File: src/rtl/uart_rx.sv
// Mid-bit-sampling UART receiver (8N1, LSB first) with input synchroniser,
// framing-error and overrun detection, and a valid/ready output register.
module uart_rx #(
   parameter int unsigned ClksPerBit = 273,
   parameter int unsigned DataBits   = 8
) (
   input  logic                clk_i,
   input  logic                rst_ni,
   input  logic                rx_i,
   output logic [DataBits-1:0] data_o,
   output logic                valid_o,
   input  logic                ready_i,
   output logic                frame_err_o,
   output logic                overrun_o,
   output logic                busy_o
);

   localparam int unsigned CntW = $clog2(ClksPerBit);
   localparam int unsigned IdxW = (DataBits > 1) ? $clog2(DataBits) : 1;
   localparam logic [CntW-1:0] CntLast = CntW'(ClksPerBit - 1);
   localparam logic [CntW-1:0] CntHalf = CntW'(ClksPerBit / 2 - 1);
   localparam logic [IdxW-1:0] IdxLast = IdxW'(DataBits - 1);

   typedef enum logic [2:0] {
      StWaitHigh,
      StIdle,
      StStart,
      StData,
      StStop
   } state_e;

   state_e              state_q;
   logic [CntW-1:0]     cnt_q;
   logic [IdxW-1:0]     idx_q;
   logic [DataBits-1:0] shift_q;
   logic                sync1_q;
   logic                rx_s;

   always_ff @(posedge clk_i) begin
      if (!rst_ni) begin
         sync1_q <= 1'b1;
         rx_s    <= 1'b1;
      end else begin
         sync1_q <= rx_i;
         rx_s    <= sync1_q;
      end
   end

   always_ff @(posedge clk_i) begin
      if (!rst_ni) begin
         state_q     <= StWaitHigh;
         cnt_q       <= '0;
         idx_q       <= '0;
         shift_q     <= '0;
         data_o      <= '0;
         valid_o     <= 1'b0;
         frame_err_o <= 1'b0;
         overrun_o   <= 1'b0;
         busy_o      <= 1'b0;
      end else begin
         frame_err_o <= 1'b0;
         overrun_o   <= 1'b0;
         // A load in StStop below overrides this clear.
         if (valid_o && ready_i) begin
            valid_o <= 1'b0;
         end

         unique case (state_q)
            StWaitHigh: begin
               // Need a full bit time of idle line before trusting a falling edge.
               if (!rx_s) begin
                  cnt_q <= '0;
               end else if (cnt_q == CntLast) begin
                  cnt_q   <= '0;
                  state_q <= StIdle;
               end else begin
                  cnt_q <= cnt_q + 1'b1;
               end
            end

            StIdle: begin
               if (!rx_s) begin
                  cnt_q   <= '0;
                  busy_o  <= 1'b1;
                  state_q <= StStart;
               end
            end

            StStart: begin
               if (cnt_q == CntHalf) begin
                  cnt_q <= '0;
                  if (rx_s) begin
                     busy_o  <= 1'b0;
                     state_q <= StIdle;
                  end else begin
                     idx_q   <= '0;
                     state_q <= StData;
                  end
               end else begin
                  cnt_q <= cnt_q + 1'b1;
               end
            end

            StData: begin
               if (cnt_q == CntLast) begin
                  cnt_q   <= '0;
                  shift_q <= {rx_s, shift_q[DataBits-1:1]};
                  if (idx_q == IdxLast) begin
                     state_q <= StStop;
                  end else begin
                     idx_q <= idx_q + 1'b1;
                  end
               end else begin
                  cnt_q <= cnt_q + 1'b1;
               end
            end

            StStop: begin
               if (cnt_q == CntLast) begin
                  cnt_q  <= '0;
                  busy_o <= 1'b0;
                  if (rx_s) begin
                     state_q <= StIdle;
                     if (!valid_o || ready_i) begin
                        data_o  <= shift_q;
                        valid_o <= 1'b1;
                     end else begin
                        overrun_o <= 1'b1;
                     end
                  end else begin
                     frame_err_o <= 1'b1;
                     state_q     <= StWaitHigh;
                  end
               end else begin
                  cnt_q <= cnt_q + 1'b1;
               end
            end

            default: state_q <= StWaitHigh;
         endcase
      end
   end

endmodule

File: config.mk
export PLATFORM = sky130hd
export DESIGN_NAME = uart_rx
export DESIGN_NICKNAME = d
export VERILOG_FILES = /design/src/rtl/uart_rx.sv
export SDC_FILE = /design/constraint.sdc
export NUM_CORES = 1
export LEC_CHECK = 0
export CORE_ASPECT_RATIO = 2
export CORE_MARGIN = 2
export CORE_UTILIZATION = 35
export CTS_CLUSTER_DIAMETER = 150
export CTS_CLUSTER_SIZE = 28
export DETAILED_ROUTE_END_ITERATION = 10
export PLACE_DENSITY = 0.56
export SYNTH_ARGS = -nofsm -noshare
export SYNTH_HDL_FRONTEND = slang
export SYNTH_SLANG_ARGS = --single-unit
File: constraint.sdc
create_clock -name clk_i -period 2.23 [get_ports clk_i]
set_input_delay 0.446 -clock clk_i [delete_from_list [all_inputs] [get_ports clk_i]]
set_output_delay 0.446 -clock clk_i [all_outputs]
set_load 0.02 [all_outputs]
==> flow_results.xml, run 1 <==
<?xml version="1.0" encoding="UTF-8"?>
<metrics>
  <group name="sta">
    <metric name="report.final.hold_viol_count" unit="">0</metric>
    <metric name="setup_violations" unit="">0</metric>
    <metric name="timing.final.crit_share" unit="%">87.48</metric>
    <metric name="postLayoutSetupSlackWorst" unit="ns">0.2793</metric>
    <metric name="maximum_clock_rate" unit="GHz">0.5126</metric>
    <metric name="totalNegativeSetupSlack" unit="ns">0</metric>
    <metric name="timing.final.max_slew_violations" unit="">0</metric>
    <metric name="layout_min_cycle_time" unit="ns">1.951</metric>
    <metric name="timing_worst_slew_pin_value" unit="ns">0.5641</metric>
    <metric name="unrepaired_setup_endpoints_after_global_routing" unit="">false</metric>
    <metric name="worst_clock_skew" unit="ns">0.006177</metric>
    <metric name="max-slew-margin-rel" unit="%">62.39</metric>
  </group>
  <group name="grt">
    <metric name="antenna_found_initial" unit="">0</metric>
    <metric name="grt_use_total" unit="%">14.89</metric>
    <metric name="grt_overflow" unit="">0</metric>
    <metric name="grt_pass1_wl" unit="um">7438</metric>
    <metric name="pin_count_of_the_biggest_net_entering_global_routing" unit="">25</metric>
    <metric name="via_count_of_the_first_global_routing_pass" unit="">1580</metric>
  </group>
  <group name="synthesis">
    <metric name="ys_top_cells_by_area" unit="">dfxtp_1, mux2i_1, nor2b_1</metric>
    <metric name="synthArstFlopShare" unit="%">0</metric>
    <metric name="library_cell_occupying_the_most_area_in_the_post_synthesis_netlist" unit="">dfxtp_1</metric>
    <metric name="synthFlopType" unit="">dfxtp_1</metric>
    <metric name="synth.lib_cells_used.distinct" unit="">57</metric>
    <metric name="synth.avg_cell_area" unit="sq um">9.910</metric>
    <metric name="synth_largest_type_area_fraction" unit="%">37.19</metric>
    <metric name="synth.yosys.warnings" unit="">0</metric>
    <metric name="synth-seq-area-share" unit="%">37.19</metric>
    <metric name="synth_fp_nets" unit="">209</metric>
    <metric name="ys_ff_latch" unit="">37</metric>
    <metric name="synth_cells" unit="">201</metric>
    <metric name="synthesis.area" unit="sq um">1992</metric>
    <metric name="synth_enable_flop_cells" unit="">0</metric>
  </group>
  <group name="floorplan">
    <metric name="starting_utilization_of_the_core_area" unit="%">36.43</metric>
    <metric name="dieHeight" unit="um">110.7</metric>
    <metric name="placement_rows" unit="">38</metric>
    <metric name="floorplan.core_area" unit="sq um">5468</metric>
    <metric name="chipWidth" unit="um">57.35</metric>
    <metric name="die-area" unit="sq um">6348</metric>
    <metric name="io_pins" unit="">16</metric>
  </group>
  <group name="layout">
    <metric name="multiInputGateArea" unit="sq um">1136</metric>
    <metric name="area.sequential" unit="sq um">740.7</metric>
    <metric name="antenna_cells_inserted" unit="">0</metric>
    <metric name="final_cell_mix" unit="">dfxtp_1, nor2b_1, mux2i_1, nand2_1, clkdlybuf4s50_1</metric>
    <metric name="post_route_cells_drive_above_1_share" unit="%">17.57</metric>
    <metric name="layout.nets" unit="">229</metric>
    <metric name="layout.cells.most_common" unit="">dfxtp_1</metric>
    <metric name="fill_cells" unit="">543</metric>
    <metric name="area_growth_syn_to_layout" unit="%">14.76</metric>
  </group>
  <group name="clock_network">
    <metric name="cts.htree.levels" unit="">2</metric>
    <metric name="cts_post_setup_buffers_inserted" unit="">0</metric>
    <metric name="cts_inserted_buffers" unit="">5</metric>
    <metric name="worst_setup_hold_path_clk_slew" unit="ns">0.08</metric>
    <metric name="ctsRootBufferMaster" unit="">clkbuf_8</metric>
    <metric name="worstSkewPairLatency" unit="ns">0.29</metric>
    <metric name="ctsLongestPathBuffers" unit="">2</metric>
    <metric name="cts.sinks" unit="">37</metric>
    <metric name="clock_tree_from_tritoncts" unit="">done</metric>
  </group>
  <group name="drt">
    <metric name="number_of_drc_violations_after_detailed_routing_iteration_0" unit="">26</metric>
    <metric name="dr_total_vias" unit="">1523</metric>
    <metric name="drc" unit="">0</metric>
    <metric name="avgRoutedWirePerCell" unit="um">15.43</metric>
    <metric name="wirelength" unit="um">4350</metric>
    <metric name="first_pass_drt_iterations" unit="">4</metric>
    <metric name="final_antenna_net_count" unit="">0</metric>
    <metric name="routed_via_density" unit="">5.401</metric>
  </group>
  <group name="place">
    <metric name="finalWeightedCongestion" unit="">0.9187</metric>
    <metric name="place_ws" unit="ns">0.1083</metric>
    <metric name="detailed_place_hpwl" unit="um">3388</metric>
    <metric name="place.port_buffers" unit="">15</metric>
  </group>
  <group name="power_and_ir_drop">
    <metric name="leakage" unit="nW">0.8368</metric>
    <metric name="finalPower" unit="mW">1.628</metric>
    <metric name="cellPowerDensity" unit="nW/um^2">712.3</metric>
    <metric name="maximum_ir_drop_on_the_vdd_rail" unit="uV">501.8</metric>
  </group>
  <group name="worst_setup_path">
    <metric name="timing_worst_setup_path_type" unit="">flop to flop</metric>
    <metric name="cp-start-kind" unit="">flop</metric>
    <metric name="critical_path_required" unit="ns">2.39</metric>
    <metric name="cp.arrival" unit="ns">2.11</metric>
    <metric name="worstSetupEndpointType" unit="">flop</metric>
    <metric name="critPathMaxFanout" unit="">10</metric>
  </group>
  <group name="hold_path">
    <metric name="hold_path.class" unit="">flop to flop</metric>
  </group>
  <group name="run_status">
    <metric name="outcome" unit="">complete, no violations</metric>
  </group>
  <group name="job">
    <metric name="max_cap_viol_count" unit="">0</metric>
  </group>
</metrics>
power by group:
| group | leakage, nW | total, mW | switching, mW | internal, mW |
|---|---|---|---|---|
| registers | 0.299 | 0.745 | 0.0523 | 0.693 |
| logic | 0.494 | 0.421 | 0.248 | 0.174 |
| clock network | 0.0439 | 0.462 | 0.246 | 0.216 |
| total | 0.837 | 1.63 | 0.547 | 1.08 |
area by class of cell:
type	instances	share of cell area [%]
tap	60	3.284
timing repair buffer	26	10.18
inverter	4	0.6568
clock buffer	5	3.010
clock inverter	3	0.7663
sequential	37	32.40
multi-input combinational	147	49.70
sequential cells by signal, summed over array words and instances, names as in the netlist, 3 cells and up:
name     cells
shift_q      8
data_o       8
state_q      3
idx_q        3
cnt_q        9
cells by family after synthesis:
kind of cell | Yosys count | share of synthesized area, %
AO/OA/AOI/OAI | 39 | 16.77
flip-flops | 37 | 37.19
XOR/XNOR | 1 | 0.4398
multiplexers | 18 | 9.045
AND/OR/NAND/NOR | 85 | 28.14
buffers and inverters | 17 | 5.904
adder cells (fa/ha/maj) | 4 | 2.513
timing repair:
item / in CTS / in global routing
gates resized for setup: 0 / 1
endpoints found under the setup margin: 0 / 5
hold buffers: 0 / 0
metrics by stage:
stage / utilization, % / instances / hold WS (ns) / area (sq um)
floorplan: - / 201 / 0.3863 / 1992
global placement: 40.18 / 274 / 0.4113 / 2197
detailed placement: 40.18 / 274 / 0.4090 / 2197
CTS: 41.76 / 282 / 0.4272 / 2283
global route: 41.81 / 282 / 0.4429 / 2286
finish: 41.81 / 282 / 0.4233 / 2286
layer usage:
metal / vias up / GRT usage, % / share of wire [%]
li1: 764 / - / -
met1: 719 / 14.65 / 37
met2: 29 / 27.65 / 57
met3: 11 / 3.501 / 2.5
met4: 0 / 6.977 / 3.1
met5: - / 0 / 0
cells in the mapped netlist, types with 2 or more instances:
cell type / n
dfxtp_1: 37
a22oi_1: 2
nor4b_1: 2
nor3_1: 2
nand3_1: 5
nor3b_1: 2
o22ai_1: 3
nor2_1: 5
mux2i_1: 18
buf_2: 2
and3_1: 3
a21oi_1: 3
and2_1: 3
nand2b_1: 6
o211ai_1: 6
ha_1: 4
inv_1: 4
buf_4: 3
a21boi_0: 2
o21ai_0: 6
buf_6: 3
clkbuf_1: 3
or2_2: 2
nor2b_1: 24
nand2_1: 15
o311ai_2: 5
final timing paths:
path	from	endpoint	slack, ns	depth (start not counted)
worst max-delay path	state_q[2]	cnt_q[2]	0.28	5
worst min-delay path	sync1_q	rx_s	0.42	1
worst max register to register	state_q[2]	cnt_q[2]	0.28	5
worst min register to register	sync1_q	rx_s	0.42	1
critical path, cell delays in order (launching register included):
cell	delay (ns)
dfxtp_1	0.50
and3b_2	0.27
a221oi_1	0.29
o22ai_2	0.24
o211ai_4	0.37
o211ai_1	0.15
(Power assumes the default switching activity.)
==> inputs of run 2 (changes only) <==
ABC_CLOCK_PERIOD_IN_PS = 2230   (was default)
PLACE_DENSITY = default   (was 0.56)
==> run 2 against run 1 <==
Core utilization down 0.092 points. Sequential cell count unchanged. Sequential power about the same. Worst hold slack worse by 0.0073 ns. Cell area down 0.22%. Register-to-register slack worse by 0.03 ns. Non-clock buffer count down 2. Total power up 0.36%. Critical endpoint is now data_o[7]. Largest power group unchanged.
==> flow_results.xml, run 2 (synthesis results as in run 1) <==
<?xml version="1.0" encoding="UTF-8"?>
<metrics>
  <group name="run_status">
    <metric name="outcome" unit="">complete, no violations</metric>
  </group>
  <group name="sta">
    <metric name="postLayoutSetupSlackWorst" unit="ns">0.2526</metric>
    <metric name="max-slew-margin-rel" unit="%">59.81</metric>
    <metric name="report.final.hold_viol_count" unit="">0</metric>
    <metric name="unrepaired_setup_endpoints_after_global_routing" unit="">false</metric>
    <metric name="worst_clock_skew" unit="ns">0.009093</metric>
    <metric name="maximum_clock_rate" unit="GHz">0.5057</metric>
    <metric name="setup_violations" unit="">0</metric>
    <metric name="layout_min_cycle_time" unit="ns">1.977</metric>
    <metric name="totalNegativeSetupSlack" unit="ns">0</metric>
    <metric name="timing_worst_slew_pin_value" unit="ns">0.6029</metric>
    <metric name="hold-worst-slack" unit="ns">0.4160</metric>
    <metric name="timing.final.max_slew_violations" unit="">0</metric>
    <metric name="timing.final.crit_share" unit="%">88.67</metric>
  </group>
  <group name="power_and_ir_drop">
    <metric name="internal_power" unit="mW">1.088</metric>
    <metric name="power_frac_comb" unit="%">25.8</metric>
    <metric name="clock_power_share" unit="%">28.5</metric>
    <metric name="total_switching_power" unit="uW">545.8</metric>
    <metric name="switching_share" unit="%">33.40</metric>
    <metric name="maximum_ir_drop_on_the_vdd_rail" unit="uV">486.9</metric>
    <metric name="sequentialPowerShare" unit="%">45.7</metric>
    <metric name="cellPowerDensity" unit="nW/um^2">716.5</metric>
    <metric name="leakage" unit="nW">0.8299</metric>
  </group>
  <group name="floorplan">
    <metric name="starting_utilization_of_the_core_area" unit="%">36.43</metric>
    <metric name="io_pins" unit="">16</metric>
    <metric name="dieHeight" unit="um">110.7</metric>
    <metric name="placement_rows" unit="">38</metric>
    <metric name="floorplan.core_area" unit="sq um">5468</metric>
    <metric name="chipWidth" unit="um">57.35</metric>
    <metric name="die-area" unit="sq um">6348</metric>
  </group>
  <group name="place">
    <metric name="place_inst" unit="">272</metric>
    <metric name="place_ws" unit="ns">0.2126</metric>
    <metric name="finalWeightedCongestion" unit="">0.8398</metric>
    <metric name="place.port_buffers" unit="">15</metric>
    <metric name="detailed_place_hpwl" unit="um">3282</metric>
  </group>
  <group name="layout">
    <metric name="layout.cells.non_filler" unit="">280</metric>
    <metric name="layout.nets" unit="">227</metric>
    <metric name="layout.cells.most_common" unit="">dfxtp_1</metric>
    <metric name="area_growth_syn_to_layout" unit="%">14.51</metric>
    <metric name="largest_register_ff_count" unit="">9</metric>
    <metric name="post_route_cells_drive_above_1_share" unit="%">16.36</metric>
    <metric name="reg.largest.list" unit="">cnt_q x9, data_o x8, shift_q x8</metric>
    <metric name="antenna_cells_inserted" unit="">0</metric>
    <metric name="max_flop_register" unit="">cnt_q</metric>
    <metric name="final_cell_mix" unit="">dfxtp_1, nor2b_1, mux2i_1, nand2_1, clkdlybuf4s50_1</metric>
  </group>
  <group name="clock_network">
    <metric name="cts.htree.levels" unit="">2</metric>
    <metric name="worstSkewPairLatency" unit="ns">0.29</metric>
    <metric name="ctsRootBufferMaster" unit="">clkbuf_8</metric>
    <metric name="cts_post_setup_buffers_inserted" unit="">0</metric>
    <metric name="post_cts_resized" unit="">0</metric>
    <metric name="clock_tree_from_tritoncts" unit="">done</metric>
    <metric name="worst_setup_hold_path_clk_slew" unit="ns">0.08</metric>
    <metric name="cts_inserted_buffers" unit="">5</metric>
    <metric name="ctsLongestPathBuffers" unit="">2</metric>
    <metric name="cts_hold_repair.buffers" unit="">0</metric>
    <metric name="cts.sinks" unit="">37</metric>
  </group>
  <group name="grt">
    <metric name="grt_pass1_wl" unit="um">7224</metric>
    <metric name="via_count_of_the_first_global_routing_pass" unit="">1555</metric>
    <metric name="grt_use_total" unit="%">14.74</metric>
    <metric name="grt_overflow" unit="">0</metric>
    <metric name="pin_count_of_the_biggest_net_entering_global_routing" unit="">43</metric>
    <metric name="antenna_found_initial" unit="">0</metric>
  </group>
  <group name="drt">
    <metric name="avgRoutedWirePerCell" unit="um">15.60</metric>
    <metric name="final_antenna_net_count" unit="">0</metric>
    <metric name="drc" unit="">0</metric>
    <metric name="first_pass_drt_iterations" unit="">4</metric>
    <metric name="number_of_drc_violations_after_detailed_routing_iteration_0" unit="">37</metric>
    <metric name="dr_total_vias" unit="">1529</metric>
    <metric name="routed_via_density" unit="">5.461</metric>
    <metric name="wirelength" unit="um">4368</metric>
  </group>
  <group name="worst_setup_path">
    <metric name="cp-start-kind" unit="">flop</metric>
    <metric name="cp.arrival" unit="ns">2.17</metric>
    <metric name="critPathMaxFanout" unit="">8</metric>
    <metric name="critical_path_required" unit="ns">2.42</metric>
    <metric name="timing_worst_setup_path_type" unit="">flop to flop</metric>
    <metric name="worstSetupEndpointType" unit="">flop</metric>
  </group>
  <group name="job">
    <metric name="max_cap_viol_count" unit="">0</metric>
  </group>
  <group name="hold_path">
    <metric name="hold_path.class" unit="">flop to flop</metric>
  </group>
</metrics>
## run 2: cell types whose count changed in the layout (fill, tap and decap cells not counted), sizes merged
cell / before / now
buf: 11 / 9
## run 2: metrics by stage
step / util, % / total power [mW] / cell area [sq um]
6_report: 41.72 / 1.634 / 2281
5_1_grt: 41.72 / 1.728 / 2281
4_1_cts: 41.72 / 1.651 / 2281
3_5_place_dp: 40.14 / 1.187 / 2195
3_3_place_gp: 40.14 / 1.181 / 2195
2_1_floorplan: - / 1.081 / 1992
## run 2: critical path, stage by stage (launching register included)
cell and delay [ns]:
dfxtp_1 0.37, or3_4 0.45, nor4_2 0.38, nand2b_1 0.36, mux2i_1 0.25, nor2b_1 0.06
## run 2: worst paths after layout
| check | start | to | slack, ns | cells after the start |
|---|---|---|---|---|
| setup / recovery | cnt_q[3] | data_o[7] | 0.25 | 5 |
| setup reg to reg | cnt_q[3] | data_o[7] | 0.25 | 5 |
| hold reg to reg | sync1_q | rx_s | 0.42 | 1 |
| hold / removal | sync1_q | rx_s | 0.42 | 1 |
## run 2: final cells by class
type / instances / area (sq um)
fillers: 536 / 3187
flip-flops and latches: 37 / 740.7
clock buffers: 5 / 68.82
well taps: 60 / 75.07
inverters: 4 / 15.01
clock inverters: 3 / 17.52
repair buffers: 24 / 230.2
multi-input cells: 147 / 1134
## run 2: power groups by stage
stage,clock (mW),combinational (mW),sequential [mW]
detailed placement,0,0.426,0.762
floorplan,0,0.351,0.730
global route,0.504,0.470,0.753
finish,0.465,0.422,0.747
global placement,0,0.421,0.761
CTS,0.478,0.428,0.746
## run 2: routing by layer
layer | vias to the layer above | part of all wire (%) | GRT usage (%)
met2 | 28 | 57 | 27.58
met4 | 0 | 4.4 | 9.922
met1 | 724 | 37 | 13.39
met3 | 12 | 1.6 | 2.684
met5 | - | 0 | 0
li1 | 765 | - | -
